<file path="src/rtl/counter_sequencer.sv">
`default_nettype none
// ============================================================================
// Module   : counter_sequencer
// Purpose  : Command-driven up/down counter sequencer with prescaler, pause,
//            abort and continuous reload.
// Revision : 1.0 - initial release
// ============================================================================
module counter_sequencer #(
  parameter int WIDTH = 4,
  parameter int DIV   = 4
) (
  input  logic             clk,
  input  logic             rst,
  input  logic             cmd_valid,
  output logic             cmd_ready,
  input  logic             cmd_dir,
  input  logic [WIDTH-1:0] cmd_start,
  input  logic [WIDTH-1:0] cmd_end,
  input  logic             cmd_mode,
  input  logic             pause,
  input  logic             abort,
  output logic [WIDTH-1:0] count,
  output logic             busy,
  output logic             done
);

  localparam int                 c_psc_w    = (DIV > 1) ? $clog2(DIV) : 1;
  localparam logic [c_psc_w-1:0] c_psc_last = c_psc_w'(DIV - 1);

  typedef enum logic [1:0] {
    S_IDLE  = 2'd0,
    S_RUN   = 2'd1,
    S_PAUSE = 2'd2,
    S_DONE  = 2'd3
  } state_t;

  state_t             r_state;
  logic [WIDTH-1:0]   r_count;
  logic [WIDTH-1:0]   r_start;
  logic [WIDTH-1:0]   r_end;
  logic               r_dir;
  logic               r_mode;
  logic [c_psc_w-1:0] r_psc;
  logic               r_busy;
  logic               r_done;

  logic               w_tick;
  logic [WIDTH-1:0]   w_step;

  assign w_tick = (r_psc == c_psc_last);
  // Natural modulo-2^WIDTH arithmetic gives the wrap in both directions.
  assign w_step = r_dir ? (r_count + WIDTH'(1)) : (r_count - WIDTH'(1));

  assign cmd_ready = rst && (r_state == S_IDLE);
  assign count     = r_count;
  assign busy      = r_busy;
  assign done      = r_done;

  always_ff @(posedge clk) begin
    if (!rst) begin
      r_state <= S_IDLE;
      r_count <= '0;
      r_start <= '0;
      r_end   <= '0;
      r_dir   <= 1'b0;
      r_mode  <= 1'b0;
      r_psc   <= '0;
      r_busy  <= 1'b0;
      r_done  <= 1'b0;
    end else begin
      case (r_state)
        S_IDLE: begin
          r_done <= 1'b0;
          if (cmd_valid) begin
            r_start <= cmd_start;
            r_end   <= cmd_end;
            r_dir   <= cmd_dir;
            r_mode  <= cmd_mode;
            r_count <= cmd_start;
            r_psc   <= '0;
            r_busy  <= 1'b1;
            r_state <= S_RUN;
          end
        end
        S_RUN: begin
          if (abort) begin
            r_busy  <= 1'b0;
            r_state <= S_IDLE;
          end else if (pause) begin
            r_state <= S_PAUSE;
          end else if (w_tick) begin
            r_psc <= '0;
            if (r_count == r_end) begin
              if (r_mode) begin
                r_count <= r_start;
              end else begin
                r_busy  <= 1'b0;
                r_done  <= 1'b1;
                r_state <= S_DONE;
              end
            end else begin
              r_count <= w_step;
            end
          end else begin
            r_psc <= r_psc + c_psc_w'(1);
          end
        end
        S_PAUSE: begin
          // Prescaler stays frozen; the return edge itself does not advance it.
          if (abort) begin
            r_busy  <= 1'b0;
            r_state <= S_IDLE;
          end else if (!pause) begin
            r_state <= S_RUN;
          end
        end
        S_DONE: begin
          r_done  <= 1'b0;
          r_state <= S_IDLE;
        end
        default: begin
          r_busy  <= 1'b0;
          r_done  <= 1'b0;
          r_state <= S_IDLE;
        end
      endcase
    end
  end

endmodule
`default_nettype wire

</file>
<file path="config.mk">
export PLATFORM = sky130hd
export DESIGN_NAME = counter_sequencer
export DESIGN_NICKNAME = d
export VERILOG_FILES = /design/src/rtl/counter_sequencer.sv
export SDC_FILE = /design/constraint.sdc
export NUM_CORES = 1
export LEC_CHECK = 0
export BUFFER_PORTS_ARGS = -buffer_cell sky130_fd_sc_hd__buf_4
export CAP_MARGIN = 20
export CORE_UTILIZATION = 35
export DETAILED_ROUTE_END_ITERATION = 6
export SLEW_MARGIN = 20
export SYNTH_ARGS = -nofsm -noshare
export SYNTH_HDL_FRONTEND = slang
export SYNTH_SLANG_ARGS = --single-unit
</file>
<file path="constraint.sdc">
create_clock -name clk -period 5.6 [get_ports clk]
set_input_delay 1.12 -clock clk [delete_from_list [all_inputs] [get_ports clk]]
set_output_delay 1.12 -clock clk [all_outputs]
set_load 0.01 [all_outputs]
</file>
* Word level (Yosys, flattened, before mapping)
Index checks and enable logic that the tools add are counted.
** Storage, ports and cells
- Flip-flop bits (word level) :: 20
- Bits of input ports :: 15
- Word-level logic and storage cells :: 81
** Operators by class
- $add $sub $neg :: 3
- Equality and inequality tests :: 21
- Mux-type cells :: 36
- Reductions and logical operators :: 12
** Operator list (count)
- 2-to-1 mux 4 bit :: 7
- 2-to-1 mux 2 bit :: 12
- != test 3 bit, second input constant :: 6
- != test 2 bit, second input constant :: 7
- 2-to-1 mux 1 bit :: 12
- != test 4 bit, second input constant :: 3
- AND reduction 6 bit :: 2
- case mux 2 bit (4 select lines) :: 1
- case mux 4 bit (2 select lines) :: 1
- AND reduction 7 bit :: 1
- equality test 2 bit, second input constant :: 3
- AND reduction 5 bit :: 1
- adder 4 x 1 -> 4 bit, second input constant :: 1
- equality test 4 bit :: 1
- case mux 2 bit (2 select lines) :: 1
- AND reduction 4 bit :: 1
- nonzero test 2 bit :: 2
- subtractor 4 x 1 -> 4 bit, second input constant :: 1
- case mux 1 bit (3 select lines) :: 1
- nonzero test 3 bit :: 1
- adder 2 x 1 -> 2 bit, second input constant :: 1
- equality test 2 x 1 -> 1 bit, second input constant :: 1
- zero test 2 bit :: 1
- case mux 1 bit (2 select lines) :: 1
- other kinds (3) :: 3

* Depth between registers and ports, before layout
Gate-level depths: netlist of run 1.
- Depth in word-level cells :: 7
- Mapped depth :: 8

* Worst setup path before layout of run 1
OpenSTA, ideal clock, no wires.
- Kind :: input -> output
- Start point :: in rst
- End point :: out cmd_ready
- Arrival :: 1.512 ns
- Slack :: 2.968 ns
- Stages on the path :: 2
- Buffers on the path :: 1
- Path through :: clkbuf_1 and2_1
** On the way
- Word-level cells in the longest chain between the ends :: 1
** Ends and longest elaborated chain
- start, declared :: RTL line 13 : input logic rst,
- logical AND 1 bit :: RTL line 54 : assign cmd_ready = rst && (r_state == S_IDLE);
- end, declared :: RTL line 15 : output logic cmd_ready,
No other way between the ends.

* Worst setup path in the final report of run 1
Ends and elaborated chain as after synthesis.

==> results of run 1 <==
[Yosys cell counts (2+ instances only)]
master     n
nor4_1     2
o211ai_1   4
o21ai_0    5
mux2_2     2
dfxtp_1   20
nor2_1     5
a21boi_0  11
mux2i_1    2
nand2_1   27
nor2b_1    3
ha_1       7
inv_1      7
a21oi_1    4
nand3_1    2
a31oi_1    2
and2_1     2
xnor2_1    6
clkbuf_1   3
or3b_1     2
[logic make-up after synthesis]
| group | after synthesis | share of synthesized area (%) |
|---|---|---|
| compound gates | 35 | 22.2 |
| xor+xnor | 7 | 5.10 |
| fa+ha+maj | 8 | 8.95 |
| buf+inv | 12 | 4.47 |
| flops | 20 | 33.3 |
| mux | 4 | 3.54 |
| simple gates | 52 | 22.5 |
[power by group through the flow]
stage / Combinational [uW] / Sequential, uW / Clock, uW
after global placement: 160 / 179 / 0
after CTS: 166 / 177 / 86.4
final: 163 / 176 / 82.0
after global routing: 183 / 179 / 93.2
after detailed placement: 164 / 180 / 0
after floorplan: 118 / 180 / 0
[worst paths after layout]
| kind | startpoint | to | slack (ps) | cells past startpoint |
|---|---|---|---|---|
| setup / recovery | rst | cmd_ready | 2860 | 3 |
| hold / removal | r_start[2] | r_start[2] | 470 | 2 |
| setup reg to reg | r_state[1] | done | 3480 | 6 |
| hold reg to reg | r_start[2] | r_start[2] | 470 | 2 |
[cell usage in the layout, fill, tap and decap left out, types with 2 or more instances in the layout]
master	count
o21ai_0	5
clkbuf_4	3
nand2_1	27
o211ai_1	4
a21boi_0	11
a21oi_1	4
buf_4	21
dfxtp_1	20
nor4_1	2
nor2b_1	3
nor2_1	5
mux2_2	2
or3b_1	2
mux2i_1	2
xnor2_1	6
nand3_1	2
and2_1	2
ha_1	7
a31oi_1	2
inv_1	7
[cell type report]
class / instances / area, um^2
multi-input combinational: 106 / 748
fill: 332 / 1730
tap: 44 / 55.1
inverter: 7 / 26.3
clock buffer: 4 / 36.3
sequential: 20 / 400
timing repair buffer: 21 / 158
[stage by stage]
stage	worst slack [ps]	utilization (%)	total power (uW)
after detailed placement	2860	44.0	344
after CTS	2860	45.2	429
after floorplan	2970	-	297
after global placement	2870	44.0	339
after global routing	2830	45.2	456
final	2860	45.2	422
[layer usage]
metal / vias up / global-route usage [%] / wire (um)
met3: 2 / 3.84 / 112
li1: 525 / - / -
met2: 19 / 26.1 / 1170
met4: 0 / 1.95 / 12
met1: 452 / 22.0 / 1220
met5: - / 0 / 0
[registers in the layout, indices dropped and copies added (netlist names)]
register	cells
r_mode	1
r_start	4
r_psc	2
r_end	4
r_state	2
count	4
r_dir	1
busy	1
done	1
[worst max-delay path, stage by stage]
cell	delay, ps
buf_4	180
and2_1	180
buf_4	140
==> impl_metrics.yaml, run 1 <==
floorplan:
  rows: 20
  pin_count: 22
  dieArea_um2: 3670
  initial_core_util_pct: 38.1
  die_y_um: 60.6
  die_w_um: 60.6
  core_um2: 3150
final_layout:
  drive_gt1_share_pct: 20.9
  syn_to_final_growth_pct: 18.4
  final_nets: 182
  antenna_cells: 0
  post-route-cell-area_um2: 1420
  instances_no_fill: 202
clocking:
  cts.path.max_buffers: 2
  cts_tree: "done"
  htree_levels: 1
  cts_resized: 0
  post_cts_buffers: 0
  clock_sinks: 20
  path_clk_slew_ps: 100
  ctsHoldBuffers: 0
  clk_latency_ps: 300
  root_buffer: "clkbuf_4"
  cts_buffers: 3
synth:
  synthFlopType: "dfxtp_1"
  avgSynthCellArea_um2: 8.71
  synthCells: 138
  synth_edf_count: 0
  synth_top_area_share_pct: 33.3
  yosysSeqAreaShare_pct: 33.3
  async_flop_share_pct: 0
  yosys_warnings: 0
  synth_area_um2: 1200
  synth_nets: 161
  synth-seq-cells: 20
  synthTopCellsByArea: "dfxtp_1 33%, nand2_1 8.4%, ha_1 7.3%"
  synth_area_leader_cell: "dfxtp_1"
  yosysUniqueCellTypes: 41
route:
  drc_errors: 0
  routed_wl_um: 2520
  viasPerCell: 4.94
  wl_per_cell_um: 12.5
  via_count: 998
  drtIter0Drc: 45
  dr.pass1.iters: 4
  drtAntennaViolNets: 0
sta:
  rsz0062_at_grt: "false"
  period_share_pct: 48.9
  hold_viol_final: 0
  slew_viol_final: 0
  setup_viol_count_final: 0
  fin_setup_tns_ps: 0
  max_freq_mhz: 365
  finalClockSkew_ps: 5.58
  holdWs_ps: 473
  max_slew.worst_pin.slew_ps: 484
  relSlewSlack_pct: 67.7
  layout_min_cycle_time_ps: 2740
grt:
  grt_max_degree: 23
  grt_pass1_vias: 943
  grt_overflow: 0
  grt_pass1_wl_um: 4370
  antenna_found_initial: 0
  grt_use_total_pct: 15.9
critical_path:
  crit_fanout: 22
  crit_type: "in2out"
  worstSetupEndpointType: "output port"
  worst_ep_arrival_time_ps: 1620
  cp.required_ps: 4480
  start_kind: "input pin"
pwr:
  pwr-share-comb_pct: 38.8
  p_leak_uw: 0.000583
  cellPowerDensity_nw_per_um2: 296
  seq_power_share_pct: 41.8
  vdd_ir_drop_max_mv: 0.139
  p_int_uw: 277
  p_sw_share_pct: 34.3
  pwr-share-clk_pct: 19.4
  power_switching_uw: 145
min_path:
  hold_class: "reg2reg"
placed_design:
  post_dp_cell_area_um2: 1390
  port_buffers: 21
  dp.cells: 198
  place_congestion: 0.891
  dp_hpwl_um: 1910
outcome:
  status: "complete, no violations"
flow_run:
  drv_cap: 0
(Power assumes the default switching activity.)
==> inputs of run 2 (changes only) <==
- clock period: 5.6 -> 2.3 ns (I/O delays scaled with it)
==> impl_metrics.yaml, run 2 (synthesis gave the netlist of run 1 again) <==
outcome:
  status: "complete, no violations"
route:
  drc_errors: 0
  dr.pass1.iters: 4
  viasPerCell: 5.00
  via_count: 1016
  routed_wl_um: 2710
  drtIter0Drc: 35
  wl_per_cell_um: 13.3
  drtAntennaViolNets: 0
clocking:
  cts.path.max_buffers: 2
  cts_resized: 0
  post_cts_buffers: 0
  cts_tree: "done"
  htree_levels: 1
  path_clk_slew_ps: 120
  ctsHoldBuffers: 0
  clk_latency_ps: 300
  clock_sinks: 20
  cts_buffers: 3
  root_buffer: "clkbuf_4"
floorplan:
  initial_core_util_pct: 38.1
  rows: 20
  dieArea_um2: 3670
  die_w_um: 60.6
  pin_count: 22
  die_y_um: 60.6
  core_um2: 3150
grt:
  grt_pass1_wl_um: 4690
  grt_max_degree: 23
  antenna_found_initial: 0
  grt_use_total_pct: 17.3
  grt_overflow: 0
  grt_pass1_vias: 1010
placed_design:
  post_dp_cell_area_um2: 1400
  port_buffers: 21
  place_congestion: 0.843
  dp_hpwl_um: 1990
  dp_slack_ps: 319
critical_path:
  ff2ff_setup_slack_ps: 300
  worstSetupEndpointType: "flop"
  slowest_stage: "or4_4"
  r2r_end: "busy"
  worstPathCellList: "inv_1, ha_1, nor2b_4, or4_4, o41ai_4, nand2_1, o211a_1"
  reg2reg_from: "r_state[0]"
  crit_type: "reg2reg"
  crit_family: "simple AND/OR/NAND/NOR gates"
  start_kind: "flop"
  crit_fanout: 10
  worst_ep_arrival_time_ps: 2200
  cp.required_ps: 2500
  path_buf_inv: 1
  slowest_delay_ps: 490
  reg2regPathDepth: 7
final_layout:
  post-route-cell-area_um2: 1430
  syn_to_final_growth_pct: 19.0
  fin_util_pct: 45.4
  mostFrequentLayoutCells: "27 x nand2_1, 22 x buf_4, 20 x dfxtp_1"
  antenna_cells: 0
  drive_gt1_share_pct: 21.4
  final_nets: 183
  layout_commonest_cell: "nand2_1"
sta:
  finalClockSkew_ps: 10.2
  layout_min_cycle_time_ps: 2000
  fin_setup_tns_ps: 0
  setup_slack_ps: 299
  holdWs_ps: 398
  hold_viol_final: 0
  setup_viol_count_final: 0
  relSlewSlack_pct: 73.2
  rsz0062_at_grt: "false"
  period_share_pct: 87.0
  max_freq_mhz: 500
  max_slew.worst_pin.slew_ps: 403
  slew_viol_final: 0
flow_run:
  drv_cap: 0
pwr:
  p_leak_uw: 0.000588
  cellPowerDensity_nw_per_um2: 728
  vdd_ir_drop_max_mv: 0.335
min_path:
  hold_class: "in2reg"
  min_from: "cmd_dir"
  whs_path_depth: 3
  whs_endpoint: "r_dir"
==> run 2: worst max-delay path by stage <==
stage                from   end  slack, ps  cells past startpoint
4_1_cts        r_state[0]  busy        290                      7
5_1_grt        r_state[0]  busy        160                      7
3_5_place_dp   r_state[0]  busy        320                      7
6_report       r_state[0]  busy        300                      7
2_1_floorplan  r_state[0]  busy        440                      8
3_3_place_gp   r_state[0]  busy        400                      7
==> run 2: per-stage QoR <==
stage,total power [uW],instances
detailed placement,842,199
global route,1120,203
global placement,831,199
finish,1040,203
floorplan,724,138
CTS,1050,203
==> run 2: metal layers <==
metal | GRT usage [%] | vias to the layer above | share of wire, %
met2 | 27.8 | 20 | 47
met1 | 22.4 | 467 | 48
met4 | 5.52 | 0 | 1.4
li1 | - | 525 | -
met3 | 4.69 | 4 | 3.5
met5 | 0 | - | 0
==> run 2: area by class of cell <==
class	count	area, um^2
repair buffers	22	165
inverters	7	26.3
flip-flops and latches	20	400
fillers	340	1720
well taps	44	55.1
multi-input cells	106	748
clock buffers	4	36.3
==> run 2: tightest hold or removal path: stages <==
cell      delay [ps]
buf_4            110
nand2_1           40
a21boi_0          60
==> run 2: where the power goes <==
part	internal (uW)	switching, uW	leakage [uW]
combinational	196	208	0.000403
clock	96.5	110	0.0000210
sequential	385	46.3	0.000164
==> inputs of run 3 (changes only) <==
- REMOVE_ABC_BUFFERS: default -> 1
==> impl_metrics.yaml, run 3 (synthesis gave the netlist of run 1 again) <==
outcome:
  status: "complete, no violations"
floorplan:
  initial_core_util_pct: 38.1
  pin_count: 22
  die_w_um: 60.6
  core_um2: 3150
  rows: 20
  die_y_um: 60.6
  dieArea_um2: 3670
sta:
  layout_min_cycle_time_ps: 1970
  max_slew.worst_pin.slew_ps: 419
  hold_viol_final: 0
  period_share_pct: 85.8
  setup_slack_ps: 327
  holdWs_ps: 405
  max_freq_mhz: 507
  rsz0062_at_grt: "false"
  setup_viol_count_final: 0
  finalClockSkew_ps: 5.24
  relSlewSlack_pct: 72.1
  fin_setup_tns_ps: 0
  slew_viol_final: 0
placed_design:
  place_congestion: 0.773
  dp.cells: 199
  dp_slack_ps: 325
  port_buffers: 21
  dp_hpwl_um: 1860
route:
  via_count: 1017
  dr.pass1.iters: 4
  wl_per_cell_um: 12.4
  met3_length_um: 74
  drtAntennaViolNets: 0
  drtIter0Drc: 15
  drc_errors: 0
  routed_wl_um: 2510
  wl_met2_um: 1150
  wl_met1_um: 1250
  top_layer_used: "met4"
  viasPerCell: 5.01
final_layout:
  final_nets: 183
  layout_commonest_cell: "nand2_1"
  drive_gt1_share_pct: 21.4
  antenna_cells: 0
  mostFrequentLayoutCells: "27 x nand2_1, 22 x buf_4, 20 x dfxtp_1"
  instances_no_fill: 203
  syn_to_final_growth_pct: 19.0
grt:
  antenna_found_initial: 0
  grt_max_degree: 23
  grt_overflow: 0
  grt_use_total_pct: 16.3
  grt_pass1_vias: 1013
  grt_pass1_wl_um: 4460
critical_path:
  worst_ep_arrival_time_ps: 2170
  crit_fanout: 10
  start_kind: "flop"
  crit_type: "reg2reg"
  worstSetupStartpoint: "r_state[0]"
  reg2reg_from: "r_state[0]"
  cp.required_ps: 2500
  ff2ff_setup_slack_ps: 330
  worstSetupEndpointType: "flop"
clocking:
  htree_levels: 1
  cts_resized: 0
  clk_latency_ps: 300
  cts_buffers: 3
  ctsHoldBuffers: 0
  cts.path.max_buffers: 2
  path_clk_slew_ps: 110
  root_buffer: "clkbuf_4"
  cts_tree: "done"
  clock_sinks: 20
  post_cts_buffers: 0
pwr:
  p_total_uw: 1030
  cellPowerDensity_nw_per_um2: 720
  vdd_ir_drop_max_mv: 0.420
  p_leak_uw: 0.000588
flow_run:
  drv_cap: 0
min_path:
  min_from: "cmd_end[0]"
  hold_class: "in2reg"
-- run 3: path summary, 6_finish.rpt --
path | to | cells after the start
worst max-delay path | busy | 7
worst min-delay path | r_end[0] | 3
worst max register to register | busy | 7
worst min register to register | r_start[3] | 2
-- run 3: stage by stage --
step,area (um^2),util (%)
6_report,1430,45.4
5_1_grt,1430,45.4
4_1_cts,1430,45.4
3_5_place_dp,1400,44.2
3_3_place_gp,1400,44.2
2_1_floorplan,1170,-
-- run 3: layout make-up --
class                      instances  area (um^2)
clock buffer                       4         36.3
fill                             331         1720
inverter                           7         26.3
multi-input combinational        106          748
sequential                        20          400
tap                               44         55.1
timing repair buffer              22          165
-- run 3: critical path, cell delays in order, from the launching register on --
cell and delay (ps):
dfxtp_1 390, inv_1 80, ha_1 310, nor2b_4 170, or4_4 490, o41ai_4 240
nand2_1 80, o211a_1 120
-- run 3: where the power goes --
part | switching [uW] | internal [uW] | total, uW | leakage [uW]
combinational | 205 | 195 | 400 | 0.000403
clock | 106 | 96.5 | 202 | 0.0000210
sequential | 44.1 | 385 | 429 | 0.000164
total | 355 | 677 | 1030 | 0.000588
-- run 3: metal layers --
metal  up-vias  track usage (%)
li1        525                -
met1       473             20.7
met2        15             27.3
met3         4             4.69
met4         0             4.22
met5         -                0
